==> src/rtl/traffic_pkg.sv <==
// traffic_pkg: shared phase indices, duration limits/defaults and config FSM states
package traffic_pkg;
    localparam int TIME_W = 6;
    localparam int NUM_PHASES = 6;
    localparam int T_MIN = 3;
    localparam int T_MAX = 60;
    localparam int DEF_LEFT = 15;
    localparam int DEF_STRA = 30;
    localparam int DEF_RIGHT = 10;
    localparam logic [2:0] PH_EW_LEFT = 3'd0;
    localparam logic [2:0] PH_EW_STRA = 3'd1;
    localparam logic [2:0] PH_EW_RIGHT = 3'd2;
    localparam logic [2:0] PH_SN_LEFT = 3'd3;
    localparam logic [2:0] PH_SN_STRA = 3'd4;
    localparam logic [2:0] PH_SN_RIGHT = 3'd5;
    typedef enum logic [1:0] {ST_IDLE, ST_PENDING, ST_LOCK} cfg_state_e;
    function automatic logic [TIME_W-1:0] def_time(input int i);
        return (i % 3 == 0) ? TIME_W'(DEF_LEFT) : (i % 3 == 1) ? TIME_W'(DEF_STRA) : TIME_W'(DEF_RIGHT);
    endfunction
endpackage

==> src/rtl/rr_arb2.sv <==
// rr_arb2: two-requester round-robin arbiter; bit 0 wins the first tie after reset
module rr_arb2 (
    input  logic       clk,
    input  logic       rst,
    input  logic       en,
    input  logic [1:0] req,
    output logic [1:0] gnt
);
    logic last_q, last_d;
    always_comb begin
        gnt = !en ? 2'b00 : (&req) ? (last_q ? 2'b01 : 2'b10) : req;
        last_d = (|gnt) ? gnt[1] : last_q;
    end
    always_ff @(posedge clk or posedge rst)
        if (rst) last_q <= 1'b1;
        else last_q <= last_d;
endmodule

==> src/rtl/phase_time_cfg.sv <==
// phase_time_cfg: arbitrated, clamped phase-duration writes committed atomically at cycle start
module phase_time_cfg
    import traffic_pkg::*;
(
    input  logic              sys_clk,
    input  logic              sys_rst,
    input  logic              key_valid,
    output logic              key_ready,
    input  logic [2:0]        key_idx,
    input  logic [TIME_W-1:0] key_time,
    input  logic              rmt_valid,
    output logic              rmt_ready,
    input  logic [2:0]        rmt_idx,
    input  logic [TIME_W-1:0] rmt_time,
    input  logic              cycle_start,
    input  logic              emergency,
    output logic [TIME_W-1:0] ew_left_time,
    output logic [TIME_W-1:0] ew_stra_time,
    output logic [TIME_W-1:0] ew_right_time,
    output logic [TIME_W-1:0] sn_left_time,
    output logic [TIME_W-1:0] sn_stra_time,
    output logic [TIME_W-1:0] sn_right_time,
    output logic              pending,
    output logic              err_pulse
);
    if (T_MIN > T_MAX || T_MAX > 2**TIME_W - 1) begin : g_bad_limits
        $error("phase_time_cfg: duration limits out of range");
    end
    cfg_state_e state_q, state_d;
    logic [TIME_W-1:0] shadow_q [NUM_PHASES];
    logic [TIME_W-1:0] shadow_d [NUM_PHASES];
    logic [TIME_W-1:0] active_q [NUM_PHASES];
    logic [TIME_W-1:0] active_d [NUM_PHASES];
    logic pending_q, pending_d, err_q, err_d;
    logic [1:0] gnt;
    logic arb_en, wr, commit;
    logic [2:0] sel_idx;
    logic [TIME_W-1:0] sel_time, clamped;
    assign arb_en = !sys_rst && !emergency && state_q != ST_LOCK;
    rr_arb2 u_arb (
        .clk(sys_clk),
        .rst(sys_rst),
        .en (arb_en),
        .req({rmt_valid, key_valid}),
        .gnt(gnt)
    );
    assign key_ready = gnt[0];
    assign rmt_ready = gnt[1];
    always_comb begin
        sel_idx = gnt[1] ? rmt_idx : key_idx;
        sel_time = gnt[1] ? rmt_time : key_time;
        clamped = sel_time < TIME_W'(T_MIN) ? TIME_W'(T_MIN) : sel_time > TIME_W'(T_MAX) ? TIME_W'(T_MAX) : sel_time;
        wr = (|gnt) && sel_idx < 3'(NUM_PHASES);
        err_d = (|gnt) && (!wr || clamped != sel_time);
        // commit reads shadow_q, so a same-edge write is deferred to the next commit
        commit = cycle_start && pending_q && !emergency && state_q != ST_LOCK;
        shadow_d = shadow_q;
        for (int i = 0; i < NUM_PHASES; i++)
            if (wr && sel_idx == 3'(i)) shadow_d[i] = clamped;
        active_d = commit ? shadow_q : active_q;
        pending_d = wr || (pending_q && !commit);
        state_d = emergency ? ST_LOCK : pending_d ? ST_PENDING : ST_IDLE;
    end
    always_ff @(posedge sys_clk or posedge sys_rst)
        if (sys_rst) begin
            state_q <= ST_IDLE;
            pending_q <= 1'b0;
            err_q <= 1'b0;
            for (int i = 0; i < NUM_PHASES; i++) begin
                shadow_q[i] <= def_time(i);
                active_q[i] <= def_time(i);
            end
        end else begin
            state_q <= state_d;
            pending_q <= pending_d;
            err_q <= err_d;
            shadow_q <= shadow_d;
            active_q <= active_d;
        end
    assign ew_left_time = active_q[PH_EW_LEFT];
    assign ew_stra_time = active_q[PH_EW_STRA];
    assign ew_right_time = active_q[PH_EW_RIGHT];
    assign sn_left_time = active_q[PH_SN_LEFT];
    assign sn_stra_time = active_q[PH_SN_STRA];
    assign sn_right_time = active_q[PH_SN_RIGHT];
    assign pending = pending_q;
    assign err_pulse = err_q;
endmodule
==> config.mk <==
export PLATFORM = sky130hd
export DESIGN_NAME = phase_time_cfg
export DESIGN_NICKNAME = d
export VERILOG_FILES = /design/src/rtl/traffic_pkg.sv /design/src/rtl/rr_arb2.sv /design/src/rtl/phase_time_cfg.sv
export SDC_FILE = /design/constraint.sdc
export NUM_CORES = 1
export LEC_CHECK = 0
export ABC_AREA = 1
export BUFFER_PORTS_ARGS = -buffer_cell sky130_fd_sc_hd__buf_2
export CORE_MARGIN = 3
export CORE_UTILIZATION = 43
export DETAILED_ROUTE_END_ITERATION = 7
export GPL_TIMING_DRIVEN = 0
export RECOVER_POWER = 50
export SLEW_MARGIN = 10
export SYNTH_ARGS = -nofsm -noshare
export SYNTH_HDL_FRONTEND = slang
export SYNTH_SLANG_ARGS = --single-unit
==> constraint.sdc <==
create_clock -name sys_clk -period 3.06 [get_ports sys_clk]
set_clock_uncertainty 0.1 [all_clocks]
set_input_delay 0.612 -clock sys_clk [delete_from_list [all_inputs] [get_ports sys_clk]]
set_output_delay 0.612 -clock sys_clk [all_outputs]
set_load 0.02 [all_outputs]
Word-level counts from Yosys, hierarchy flattened
Cells that the tools add are included.
{ "classes": {"n_lt_le_gt_ge": 3, "n_eq_ne": 7, "mux": 9, "n_reduce_logical": 23} }
{ "ops": {"columns": ["cell", "n"], "rows": [
  ["$mux W6", 3],
  ["$logic_and A1 B1 Y1", 14],
  ["$mux W2", 4],
  ["$eq A3 B2 Y1 const B", 2],
  ["$eq A3 B3 Y1 const B", 2],
  ["$gt A6 B6 Y1 const B", 1],
  ["$lt A6 B2 Y1 const B", 1],
  ["$ne A6 B6 Y1", 1],
  ["$logic_not A1 Y1", 4],
  ["$eq A3 B1 Y1 const B", 1],
  ["$logic_not A3 Y1", 1],
  ["$lt A3 B3 Y1 const B", 1],
  ["$mux W3", 1],
  ["$logic_or A1 B1 Y1", 2],
  ["$ne A2 B2 Y1 const B", 1],
  ["$reduce_and A2 Y1", 1],
  ["$reduce_or A2 Y1", 1],
  ["$mux W1", 1]
]} }
{ "totals": {"regBits": 77, "out_inout_bits": 40, "elab_cells": 58} }

Depth between registers and ports, before layout
{ "logic_depth": {"depth_word": 11, "depth_mapped": 12} }

By module
From an unflattened synthesis, not the netlist that was laid out.
{ "unflattened": {"hier_cells": 387, "hier_area_um2": 3268.1} }
{ "by_module_without_submodules": {"columns": ["module", "cells_each", "area_each_um2", "n_inst"], "rows": [
  ["phase_time_cfg", 375, 3199.3, 1],
  ["rr_arb2", 12, 68.8, 1]
]} }

Worst setup path before layout
Ideal clock, no wire load.
{ "synth_timing": {"path_kind": "input port to flip-flop", "start": "input sys_rst", "end": "register shadow_q[23] (netlist name)", "arrival_time_ns": 3.259, "setup_slack_ns": -0.418, "cell_stages": 11, "setup_ns": 0.119, "cell_sequence": "inv_1 -> nand2_2 -> nor2_4 -> nand2_4 -> nand2_1 -> nand2_2 -> nor2_2 -> nand2_1 -> buf_6 -> nand2_1 -> o21ai_2"} }
{ "synth_between": {"elab_chain_cells": 8} }
{ "synth_lines": {"columns": ["element", "line", "rtl"], "rows": [
  ["from (decl)", "phase_time_cfg.sv:6", "input logic sys_rst,"],
  ["$logic_not A1 Y1 (no line) (*)", null, null],
  ["$logic_and A1 B1 Y1 (*) (2 in series)", "phase_time_cfg.sv:39", "assign arb_en = !sys_rst && !emergency && state_q != ST_LOCK;"],
  ["$mux W2 (*)", "rr_arb2.sv:11", "gnt = !en ? 2'b00 : (&req) ? (last_q ? 2'b01 : 2'b10) : req;"],
  ["$mux W6 / $mux W3 (equally long branches)", "phase_time_cfg.sv:51, phase_time_cfg.sv:50", null],
  ["$gt A6 B6 Y1 / $lt A3 B3 Y1 (equally long branches)", "phase_time_cfg.sv:52, phase_time_cfg.sv:53", null],
  ["$mux W6 / $logic_and A1 B1 Y1 (equally long branches)", "phase_time_cfg.sv:52, phase_time_cfg.sv:53", null],
  ["$mux W6 / $logic_and A1 B1 Y1 (equally long branches)", "phase_time_cfg.sv:52, phase_time_cfg.sv:59", null],
  ["to (signal, indexed assignment)", "phase_time_cfg.sv:70", "shadow_q[i] <= def_time(i);"],
  ["to (signal assigned)", "phase_time_cfg.sv:77", "shadow_q <= shadow_d;"],
  ["to (decl)", "phase_time_cfg.sv:30", "logic [TIME_W-1:0] shadow_q [NUM_PHASES];"]
]} }
Mark *: on every way between the ends. The rest lies on a longest branch, timed or not.
A chain may end at the register's enable or synchronous reset.

Worst setup path in the final report
{ "layout_timing": {"start": "input sys_rst", "end": "register shadow_q[0] (netlist name)"} }
The elaborated chain is that of the path after synthesis.

==> flow_summary.json <==
{
  "outcome": "finished, final reports clean",
  "cts_buffer_depth": 2,
  "start_util_pct": 44.5,
  "setup.worst_path.class": "in -> reg",
  "final_util_pct": 53.3,
  "yosysSeqAreaShare_pct": 57.2,
  "slew_headroom_pct": 66.5,
  "drtIter0Drc": 97,
  "synth_area_leaders": "dfstp_2, dfrtp_1, nand2_1, inv_1, o21ai_2",
  "ctsRootBufferMaster": "clkbuf_8",
  "postCtsHoldBufs": 0,
  "post_cts_buffers": 0,
  "synthesis.area_um2": 3460,
  "via_count": 2581,
  "num-nets-final": 485,
  "drive_above_1_share_pct": 34.5,
  "ios": 64,
  "crit_path_start_kind": "input port",
  "power.density_nw_per_um2": 875,
  "dieWidth_um": 95.7,
  "rsz0062_at_grt": "no",
  "htree_levels": 3,
  "critical_path_required_ns": 3.20,
  "dr.pass1.iters": 4,
  "yosys.area.top_type": "dfstp_2",
  "rows": 32,
  "cts_buffers": 9,
  "track_usage_pct": 17.1,
  "r2r_cells": 9,
  "worst_ep_arrival_time_ns": 2.22,
  "path_max_fanout": 8,
  "drc": 0,
  "dp_hpwl_mm": 4.95,
  "stdcell_count": 568,
  "maxCapViolCount": 0,
  "grt_overflow": 0,
  "clkSinkCount": 77,
  "grt_pass1_vias": 2494,
  "fmax_mhz": 480,
  "timing.final.crit_share_pct": 68.1,
  "worst-slew-pin-transition_ns": 0.500,
  "dp.cells": 552,
  "leakage_nw": 2.18,
  "clk_transition_reported_paths_ns": 0.08,
  "fin_ws_ns": 0.976,
  "hp-class": "in -> async",
  "n_antenna_cell": 0,
  "slew_viol_final": 0,
  "vdd_drop_max_uv": 410,
  "coreArea_um2": 7770,
  "setup_tns_ns": 0,
  "vias_per_cell": 4.54,
  "antenna_found_initial": 0,
  "final-setup-viol-count": 0,
  "area_growth_pct": 19.6,
  "grt_pass1_wl_mm": 11.9,
  "grt_max_degree": 39,
  "antenna_left": 0,
  "cts_resized": 0,
  "gp_congestion": 0.751,
  "hold_viol": 0,
  "synth_nets": 409,
  "synth_area_per_cell_um2": 8.99,
  "place_ws_ns": 0.794,
  "postSynthCellCount": 385,
  "dieArea_um2": 9160,
  "end_kind": "register",
  "synth_seq_cells": 77,
  "detail_route.wl_per_cell_um": 12.4,
  "clkLatencyLatePin_ns": 0.34,
  "numPortBuffers": 63,
  "synth_warnings": 0,
  "period_needed_ns": 2.08,
  "fp.dieH_um": 95.7,
  "synth_top_cell_area_share_pct": 31.1,
  "cts_tree": "yes",
  "routed_wl_mm": 7.04,
  "ys_types": 24
}
[cell usage after synthesis, drive strengths merged]
cell      n
a21oi     1
buf       4
clkbuf    7
dfrtp    36
dfstp    41
inv      35
nand2   205
nand3     6
nand3b    1
nand4     1
nor2     15
o21ai    30
o21bai    2
or2       1
[state kept, by name, indices dropped and copies added, names as in the netlist]
signal / flops
err_pulse: 1
ew_left_time: 6
ew_right_time: 6
ew_stra_time: 6
pending: 1
shadow_q: 36
sn_left_time: 6
sn_right_time: 6
sn_stra_time: 6
state_q: 2
u_arb.last_q: 1
[cell type report]
cell class	count	area (um^2)
buffer	11	71.3
clock buffer	10	128
clock inverter	6	86.3
fill	785	3630
inverter	35	133
multi-input combinational	262	1280
sequential	77	1980
tap	102	128
timing repair buffer	65	337
[path summary, 6_finish.rpt]
| check | startpoint | to | slack (ns) |
|---|---|---|---|
| worst max-delay path | sys_rst | shadow_q[0] | 0.98 |
| worst min-delay path | sys_rst | ew_left_time[5] | 0.14 |
| worst max register to register | u_arb.last_q | shadow_q[17] | 1.13 |
| worst min register to register | shadow_q[3] | sn_right_time[3] | 0.36 |
| max in group asynchronous | sys_rst | ew_left_time[1] | 1.89 |
| min in group sys_clk | emergency | state_q[1] | 0.34 |
[cell usage in the layout (no fill, tap or decap), types with 5 or more instances in the layout]
master,instances
dfrtp_1,36
nand2_2,13
nand2_4,7
clkbuf_1,23
dfstp_2,41
o21ai_2,12
inv_1,30
o21ai_0,5
o21ai_1,12
nor2_1,7
nor2_4,5
clkbuf_8,9
nand2_1,185
buf_2,48
[per-stage QoR]
step                      area [um^2]  hold WS [ns]  total power, mW
after CTS                        4160        0.0822             3.69
after detailed placement         3950         0.352             2.84
after global placement           3910         0.356             2.81
after floorplan                  3460         0.342             2.49
after global routing             4140         0.175             3.88
final                            4140         0.140             3.62
[logic make-up (layout without fill, tap and decap cells)]
kind of cell,after synthesis,count (layout),share of synthesized area [%]
AND/OR/NAND/NOR,229,229,30.4
flip-flops,77,77,57.2
AO/OA/AOI/OAI,33,33,6.55
buffers and inverters,46,127,5.86
[worst max-delay path, stage by stage]
cell and delay (ns):
clkbuf_1 0.12, clkinvlp_2 0.37, nand2_2 0.20, nor2_4 0.06, nand3_1 0.08, nand2_2 0.18
nor2_1 0.18, nand3_2 0.12, nand2_2 0.09, nand2_4 0.08, nand2_1 0.07, nand2_1 0.05
[layer usage]
metal / up-vias / share of wire (%) / track usage (%)
met5: - / 0 / 0
met4: 0 / 2.0 / 7.82
met3: 14 / 4.5 / 3.05
met2: 53 / 45 / 25.8
met1: 1193 / 49 / 23.9
li1: 1321 / - / -
[where the power goes]
part / switching [mW] / internal (mW)
registers: 0.199 / 1.54
logic: 0.685 / 0.361
clock network: 0.373 / 0.460
total: 1.26 / 2.36
(Power assumes the default switching activity.)
